**src/rtl/pa_stack_ctrl.sv**
```systemverilog
// Play-area stack controller: tracks the current play area, saves/restores it
// on a small LIFO and forms register-file addresses from it.
module pa_stack_ctrl #(
  parameter int DEPTH = 4,
  parameter int SPW   = $clog2(DEPTH + 1)
) (
  input  logic           clk,
  input  logic           reset,
  input  logic           op_valid,
  input  logic [1:0]     op,
  input  logic [1:0]     op_pa,
  input  logic           clr_err,
  input  logic [1:0]     rd_lo_a,
  input  logic [1:0]     rd_lo_b,
  input  logic [1:0]     wr_lo,
  output logic [1:0]     cur_pa,
  output logic [3:0]     rd_addr_a,
  output logic [3:0]     rd_addr_b,
  output logic [3:0]     wr_addr,
  output logic [SPW-1:0] depth,
  output logic           full,
  output logic           empty,
  output logic           ovf_err,
  output logic           unf_err
);

  localparam int IW = (DEPTH > 1) ? $clog2(DEPTH) : 1;

  localparam logic [1:0] OP_NOP  = 2'b00;
  localparam logic [1:0] OP_SET  = 2'b01;
  localparam logic [1:0] OP_PUSH = 2'b10;
  localparam logic [1:0] OP_POP  = 2'b11;

  logic [1:0]     stack_q [DEPTH];
  logic [1:0]     cur_pa_q, cur_pa_d;
  logic [SPW-1:0] sp_q, sp_d;
  logic           ovf_q, ovf_d;
  logic           unf_q, unf_d;
  logic           push_we;
  logic           ovf_set, unf_set;
  logic [IW-1:0]  wr_idx, rd_idx;

  assign full   = (sp_q == SPW'(DEPTH));
  assign empty  = (sp_q == '0);
  assign wr_idx = IW'(sp_q);
  assign rd_idx = IW'(sp_q - SPW'(1));

  always_comb begin
    cur_pa_d = cur_pa_q;
    sp_d     = sp_q;
    push_we  = 1'b0;
    ovf_set  = 1'b0;
    unf_set  = 1'b0;
    if (op_valid) begin
      case (op)
        OP_NOP: ;
        OP_SET: cur_pa_d = op_pa;
        OP_PUSH: begin
          if (!full) begin
            push_we  = 1'b1;
            sp_d     = sp_q + SPW'(1);
            cur_pa_d = op_pa;
          end else begin
            ovf_set = 1'b1;
          end
        end
        OP_POP: begin
          if (!empty) begin
            cur_pa_d = stack_q[rd_idx];
            sp_d     = sp_q - SPW'(1);
          end else begin
            unf_set = 1'b1;
          end
        end
        default: ;
      endcase
    end
    // An error raised by this cycle's op beats a concurrent clear.
    ovf_d = ovf_set | (ovf_q & ~clr_err);
    unf_d = unf_set | (unf_q & ~clr_err);
  end

  always_ff @(posedge clk) begin
    if (reset) begin
      cur_pa_q <= 2'b00;
      sp_q     <= '0;
      ovf_q    <= 1'b0;
      unf_q    <= 1'b0;
    end else begin
      cur_pa_q <= cur_pa_d;
      sp_q     <= sp_d;
      ovf_q    <= ovf_d;
      unf_q    <= unf_d;
    end
  end

  // Saved entries need no reset; anything at or above sp is never read.
  always_ff @(posedge clk) begin
    if (!reset && push_we) stack_q[wr_idx] <= cur_pa_q;
  end

  assign cur_pa    = cur_pa_q;
  assign depth     = sp_q;
  assign ovf_err   = ovf_q;
  assign unf_err   = unf_q;
  assign rd_addr_a = {cur_pa_q, rd_lo_a};
  assign rd_addr_b = {cur_pa_q, rd_lo_b};
  assign wr_addr   = {cur_pa_q, wr_lo};

endmodule

```
**config.mk**
```make
export PLATFORM = sky130hd
export DESIGN_NAME = pa_stack_ctrl
export DESIGN_NICKNAME = d
export VERILOG_FILES = /design/src/rtl/pa_stack_ctrl.sv
export SDC_FILE = /design/constraint.sdc
export NUM_CORES = 1
export LEC_CHECK = 0
export ABC_AREA = 1
export CAP_MARGIN = 30
export CORE_MARGIN = 1
export CORE_UTILIZATION = 39
export DETAILED_ROUTE_END_ITERATION = 8
export GPL_TIMING_DRIVEN = 0
export PLACE_DENSITY = 0.82
export RECOVER_POWER = 25
export SLEW_MARGIN = 20
export SYNTH_ARGS = -nofsm -noshare
export SYNTH_HDL_FRONTEND = slang
export SYNTH_SLANG_ARGS = --single-unit
```
**constraint.sdc**
```tcl
create_clock -name clk -period 1.5 [get_ports clk]
set_input_delay 0.375 -clock clk [delete_from_list [all_inputs] [get_ports clk]]
set_output_delay 0.375 -clock clk [all_outputs]
set_load 0.01 [all_outputs]
```
== After elaboration in Yosys (flattened, before gate mapping) ==
Memories as Yosys holds them, arrays and structs flattened.
Cells that the tools add are included.

* Bits in registers: 7
* Memory bits (writable): 8
* Input port bits: 14
* Output and inout bits: 21
* Word-level logic and storage cells: 42
* Memories kept: 1

* $add $sub $neg: 2
* Equal/unequal tests: 6
* Multiplexer cells: 17
* Bitwise operators: 5
* Reduce and logical (&&, ||, !) cells: 7

{| class="wikitable"
|+ Memories
! memory !! words !! width !! read ports !! clocked after Yosys merged registers in !! write ports !! RTL line !! text
|-
| stack_q || 4 || 2 || 1 || 0 || 1 || 34 || <nowiki>logic [1:0] stack_q [DEPTH];</nowiki>
|}

{| class="wikitable"
|+ Operators by type and width
! kind !! count
|-
| $mux W1 || 11
|-
| $reduce_and A4 Y1 || 2
|-
| $mux W3 || 2
|-
| $pmux W2 S3 || 1
|-
| $pmux W3 S2 || 1
|-
| $eq A2 B2 Y1 const B || 2
|-
| $mux W2 || 2
|-
| $ne A2 B2 Y1 const B || 2
|-
| $add A3 B1 Y3 const B || 1
|-
| $eq A3 B3 Y1 const B || 1
|-
| $logic_not A3 Y1 || 1
|-
| $reduce_bool A3 Y1 || 1
|-
| $sub A3 B1 Y3 const B || 1
|-
| $and A1 B1 Y1 || 2
|-
| $eq A2 B1 Y1 const B || 1
|-
| $or A1 B1 Y1 || 2
|-
| $reduce_bool A2 Y1 || 1
|-
| $logic_and A1 B1 Y1 || 1
|-
| $logic_not A1 Y1 || 1
|-
| $not A1 Y1 || 1
|}

== Longest topological paths before layout ==
Gate-level depths: netlist (run 1).

* Depth in word-level cells: 7
* Depth in mapped cells: 9
* Depth with buffers taken out: 9

== Worst setup path after synthesis (run 1) ==
No wires, ideal clock.

* Path kind: register -> register
* Start: register sp_q[0], in the netlist depth[0]
* End: memory stack_q[0][0], enable pin
* Arrival time: 1302 ps
* Data required time: 1191 ps
* Slack: -111 ps
* Stages on the path, launching flop included: 6
* Path through: dfxtp_1 > inv_1 > ha_1 > nand2_1 > nand4_1 > nor2_1

* Word-level cells in the longest chain between the ends: 7

{| class="wikitable"
|+ Ends and longest elaborated chain
! item !! RTL line !! text
|-
| start, declared || 36 || <nowiki>logic [SPW-1:0] sp_q, sp_d;</nowiki>
|-
| start signal, assigned || 91 || <nowiki>sp_q <= sp_d;</nowiki>
|-
| $eq A3 B3 Y1 || 43 || <nowiki>assign full = (sp_q == SPW'(DEPTH));</nowiki>
|-
| $mux W1 || 59 || <nowiki>if (!full) begin</nowiki>
|-
| $mux W1 || 55 || <nowiki>case (op)</nowiki>
|-
| $mux W1 || 54 || <nowiki>if (op_valid) begin</nowiki>
|-
| $logic_and A1 B1 Y1 || 99 || <nowiki>if (!reset && push_we) stack_q[wr_idx] <= cur_pa_q;</nowiki>
|-
| $mux W1 || 99 ||
|-
| $mux W1 (not written as such) || 99 ||
|-
| end, declared || 34 ||
|}

Parallel ways exist; a longest one is shown, timed or not.

== Worst setup path in the final report (run 1) ==
* Start: register sp_q[0], in the netlist depth[0]
* End: output port full

* Word-level cells in the longest chain between the ends: 1

{| class="wikitable"
|+ Ends and longest elaborated chain
! item !! RTL line !! text
|-
| $eq A3 B3 Y1 || 43 ||
|-
| end, declared || 21 || <nowiki>output logic full,</nowiki>
|}

Every way passes these cells.

==> flow_summary.toml, run 1 <==
[synthesis]
synth.top_cell.area_share_pct = 25.91
yosysSeqAreaShare_pct = 41.03
synth_cell_type_count = 17
yosysWarnings = 0
synthCells = 125
postSynthAreaPerCell_um2 = 7.417
synth_area_um2 = 927.1
synth-seq-cells = 15
synth_area_leaders = "edfxtp_1 (26%), dfxtp_1 (15%), nand2_1 (15%)"
synth_top_area_cell = "edfxtp_1"
synthesis.nets = 144

[sta]
setup_viol = 0
drv_slew = 0
worst_pin_slew_ps = 275.3
post-route-period-util_pct = 98.99
rsz0062_at_grt = "yes"
period_minus_slack_ps = 1485
finalClockSkew_ps = 10.69
fmax_mhz = 673.5
hold_viol_final = 0
slew_headroom_pct = 81.59

[global_routing]
grt_pass1_wl_mm = 3.153
grt_start_max_net_pins = 9
grt_pass1_vias = 785
grt-ovfl-total = 0
grtUsageTotal_pct = 16.57
antenna_found_initial = 0

[layout]
final_area_um2 = 1379
syn_to_final_growth_pct = 48.72
drive_above_1_share_pct = 29.52
final_core_utilization_pct = 61.74
fin_nets = 186
antennaDiodeCount = 0

[clock_tree]
cts_buffer_depth = 2
cts_max_level = 1
cts_root_buf = "clkbuf_4"
clock-sinks = 15
clk_pin_slew_ps = 100
cts_tree = "done"
cts_buffers = 3
ctsHoldBuffers = 0
clk-insertion-delay-late_ps = 280

[die]
start_util_pct = 41.51
die_h_um = 50.76
coreArea_um2 = 2233
die-area_um2 = 2576
rows = 17
ioPinCount = 35
die_w_um = 50.76

[worst_setup_path]
cpPeakStageDelay_ps = 390
endpoint_kind = "output pin"
path_max_fanout = 4
timing.rr.start = "depth[0]"
cp-startpoint = "depth[0]"
critical_path_class = "flip-flop to output pin"
cp_data_arrival_time_ps = 1110
start_kind = "flip-flop"
cp_cell_sequence = "inv_8 > ha_4 > nand2_4 > inv_2 > buf_6"
required_ps = 1120
path_delay_family = "flip-flops"
slowest_stage = "dfxtp_4"
path_buf_inv = 3

[placed_design]
gp_congestion = 0.8993
placed_area_um2 = 1244
hpwl_mm = 1.574
io_buffers = 28

[drt]
vias = 914
postRouteWirelength_mm = 2.146
drc = 0
avgViaCountPerCell = 4.711
ant_nets = 0
drtPass1Iterations = 6
drt-initial-drc-count = 12
avgRoutedWirePerCell_um = 11.06

[run_status]
status = "finished clean"

[power]
p_sw_w = 0.0002698
ir_drop_mv = 0.4229
finalPower_w = 0.0009585
p_clk_share_pct = 24.0
power.leakage_nw = 0.6825
intPower_w = 0.0006888
p_seq_share_pct = 47.8
p_comb_share_pct = 28.2
sw_frac_of_total_pct = 28.14
powerDensity_nw_per_um2 = 695.2

[worst_hold_path]
worstHoldStart = "unf_err"
hold_class = "flip-flop to flip-flop"

[job]
max-cap-violations = 0
-- layer usage --
layer | wire length [um] | share of wire [%] | track usage [%]
met2 | 1112 | 52 | 29.56
met4 | 40 | 1.9 | 7.870
met5 | 0 | 0 | 0
met3 | 88 | 4.1 | 3.333
met1 | 904 | 42 | 18.62
-- flip-flops by register name, indices dropped and copies added, names as in the netlist --
name	cells
cur_pa	2
depth	3
ovf_err	1
stack_q	8
unf_err	1
-- final timing paths --
path | endpoint | slack (ps) | cells past startpoint
max | full | 20 | 5
min | unf_err | 470 | 2
max reg2reg | stack_q[1][0] | 50 | 5
min reg2reg | unf_err | 470 | 2
-- cell usage after synthesis (all sizes together) --
cell and n:
a21oi 4, buf 12, dfxtp 7, edfxtp 8
ha 5, inv 19, nand2 39, nand3 1
nand4 1, nor2 22, o21ai 4, or2 1
xor2 2
-- logic make-up (layout without fill, tap and decap cells) --
logic type	Yosys count	in the layout	share of synthesized area (%)
simple gates	64	64	28.21
flops	15	15	41.03
xor+xnor	2	2	1.890
compound gates	8	8	4.722
fa+ha+maj	5	5	6.748
buf+inv	31	72	17.41
-- power by group through the flow --
stage | Sequential [W] | Combinational, W | Clock [W]
final | 0.000458 | 0.000271 | 0.000230
after global placement | 0.000473 | 0.000232 | 0
after detailed placement | 0.000475 | 0.000238 | 0
after floorplan | 0.000473 | 0.000124 | 0
after CTS | 0.000458 | 0.000246 | 0.000231
after global routing | 0.000461 | 0.000291 | 0.000252
-- stage by stage --
step / TNS [ps] / setup slack [ps] / instances / hold WS, ps
CTS: -14.88 / -13.20 / 189 / 474.2
finish: 0 / 15.21 / 194 / 469.0
floorplan: 0 / 17.37 / 125 / 437.4
detailed placement: -5214 / -418.6 / 181 / 462.3
global route: -20.09 / -20.09 / 194 / 499.2
global placement: -4499 / -385.4 / 181 / 453.1
-- final cells by class --
class                      instances  area, um^2
buffer                            12       90.09
clock buffer                       4       26.28
fill                             179       854.6
inverter                          19       81.33
multi-input combinational         79       425.4
sequential                        15       396.6
tap                               28       35.03
timing repair buffer              37       324.1
-- cells in the final DEF, fill, tap and decap left out, types with 4 or more instances in the layout --
cell type	n
buf_4	19
inv_1	14
dlygate4sd2_1	15
clkdlybuf4s50_1	10
edfxtp_1	8
nor2_2	7
nor2_1	15
ha_1	4
nand2_1	34
dfxtp_4	4
-- repair_timing --
| action | CTS | global route |
|---|---|---|
| endpoints found under the setup margin | 28 | 7 |
| gates resized for setup | 48 | 7 |
| setup buffers | 4 | 5 |
| pin swaps | 4 | 3 |
-- worst min-delay path, stage by stage, from the launching register on --
cell and delay [ps]:
dfxtp_1 320, nand2_1 60, a21oi_1 50
(Power assumes the default switching activity.)
==> inputs of run 2 (changes only) <==
--- a/config.mk
+++ b/config.mk
@@ -10,7 +10,6 @@
 export CORE_MARGIN = 1
 export CORE_UTILIZATION = 39
 export DETAILED_ROUTE_END_ITERATION = 8
-export GPL_TIMING_DRIVEN = 0
 export PLACE_DENSITY = 0.82
 export RECOVER_POWER = 25
 export SLEW_MARGIN = 20
==> constraint.sdc (replaced) <==
create_clock -name clk -period 1.5 [get_ports clk]
set_input_delay 0.15 -clock clk [delete_from_list [all_inputs] [get_ports clk]]
set_output_delay 0.15 -clock clk [all_outputs]
set_load 0.01 [all_outputs]
==> flow_summary.toml, run 2 (synthesis gave the netlist of run 1 again) <==
[global_routing]
grt_start_max_net_pins = 10
grt-ovfl-total = 0
grtUsageTotal_pct = 16.74
grt_pass1_vias = 710
grt_pass1_wl_mm = 3.029
antenna_found_initial = 0

[sta]
rsz0062_at_grt = "no"
drv_slew = 0
fmax_mhz = 692.7
period_minus_slack_ps = 1444
hold_viol_final = 0
slew_headroom_pct = 87.47
post-route-period-util_pct = 96.24
finalClockSkew_ps = 16.55
setup_viol = 0
worst_pin_slew_ps = 187.2

[drt]
vias = 819
drt-initial-drc-count = 25
avgRoutedWirePerCell_um = 11.13
postRouteWirelength_mm = 1.970
drc = 0
drtPass1Iterations = 4
ant_nets = 0
avgViaCountPerCell = 4.627

[clock_tree]
cts_max_level = 1
cts_buffers = 3
clk_pin_slew_ps = 100
clock-sinks = 15
ctsHoldBuffers = 0
cts_buffer_depth = 2
cts_root_buf = "clkbuf_4"
clk-insertion-delay-late_ps = 290
cts_tree = "done"
post_cts_buffers = 0

[die]
ioPinCount = 35
die_w_um = 50.76
die-area_um2 = 2576
die_h_um = 50.76
coreArea_um2 = 2233
rows = 17
start_util_pct = 41.51

[layout]
top_register = "stack_q"
final_cell_mix = "nand2_1 (35), nor2_1 (20), inv_1 (19), clkdlybuf4s50_1 (18), buf_4 (10)"
final_area_um2 = 1214
drive_above_1_share_pct = 18.79
fin_nets = 169
final_common_cell = "nand2_1"
syn_to_final_growth_pct = 30.90
largest_register_ffs = 8
antennaDiodeCount = 0

[worst_hold_path]
hold_class = "input pin to output pin"

[power]
power.leakage_nw = 0.5859
finalPower_w = 0.0009115
ir_drop_mv = 0.4645
powerDensity_nw_per_um2 = 751.0

[worst_setup_path]
endpoint_kind = "output pin"
required_ps = 1350
cpPeakStageDelay_ps = 330
slowest_stage = "dfxtp_2"
start_kind = "flip-flop"
path_max_fanout = 3
cp_data_arrival_time_ps = 1290
reg2reg_slack_ps = 100
critical_path_class = "flip-flop to output pin"
path_delay_family = "buffers and inverters"
cp_cell_sequence = "inv_1 > ha_4 > nand2_2 > inv_1 > dlygate4sd2_1"
path_buf_inv = 3
crit_path_frequent_cell = "inv_1"

[placed_design]
gp_congestion = 0.8763
placed_area_um2 = 1169
io_buffers = 22
hpwl_mm = 1.556

[run_status]
status = "finished clean"

[job]
max-cap-violations = 0
run 2: cell types whose count changed in the layout (fill, tap and decap cells not counted), moves of 3 or more:
cell / before / now
buf_4: 19 / 10
clkdlybuf4s50_1: 10 / 18
dfxtp_2: 1 / 5
dfxtp_4: 4 / 0
dlygate4sd2_1: 15 / 1
inv_1: 14 / 19
inv_2: 3 / 0
nor2_1: 15 / 20
nor2_2: 7 / 2
run 2: what timing repair did:
| item | CTS | global route |
|---|---|---|
| setup endpoints to repair | 11 | 5 |
| hold endpoints to repair | 0 | 0 |
| resized for setup | 7 | 6 |
| gates cloned | 0 | 0 |
| pin swaps | 0 | 0 |
run 2: worst register-to-register path, cell delays in order, from the launching register on:
cell     delay [ps]
dfxtp_2         340
inv_1            70
ha_4            180
nand2_1         100
nand4_1         180
nor2_1          210
run 2: per-stage QoR:
stage | hold slack [ps] | setup WS, ps | cells | setup TNS, ps | util [%]
floorplan | 212.4 | 17.37 | 125 | 0 | -
global placement | 300.1 | 37.64 | 173 | 0 | 52.32
detailed placement | 300.1 | -27.45 | 173 | -83.55 | 52.32
CTS | 300.1 | 1.170 | 177 | 0 | 53.78
global route | 300.0 | 13.31 | 177 | 0 | 54.34
finish | 300.0 | 56.47 | 177 | 0 | 54.34
run 2: final timing paths:
kind,startpoint,to,cells past startpoint
hold / removal,rd_lo_b[1],rd_addr_b[1],0
setup reg to reg,depth[0],stack_q[3][0],5
setup / recovery,depth[0],empty,5
hold reg to reg,ovf_err,ovf_err,2
run 2: area by class of cell:
class	instances	area, um^2
Inverter	19	71.32
Clock buffer	4	26.28
Multi-Input combinational cell	79	400.4
Sequential cell	15	386.6
Fill cell	203	1020
Timing Repair Buffer	32	294.0
Tap cell	28	35.03
run 2: routing by layer:
layer	track usage, %	up-vias	part of all wire [%]
li1	-	415	-
met1	20.08	372	46
met2	27.11	25	47
met3	2.727	7	4.0
met4	11.57	0	2.9
met5	0	-	0
run 2: where the power goes:
| group | switching (W) | total, W | leakage, nW | internal, W |
|---|---|---|---|---|
| sequential | 0.0000134 | 0.000460 | 0.133 | 0.000447 |
| combinational | 0.000106 | 0.000218 | 0.438 | 0.000112 |
| clock | 0.000130 | 0.000233 | 0.0150 | 0.000104 |
| total | 0.000249 | 0.000912 | 0.586 | 0.000662 |
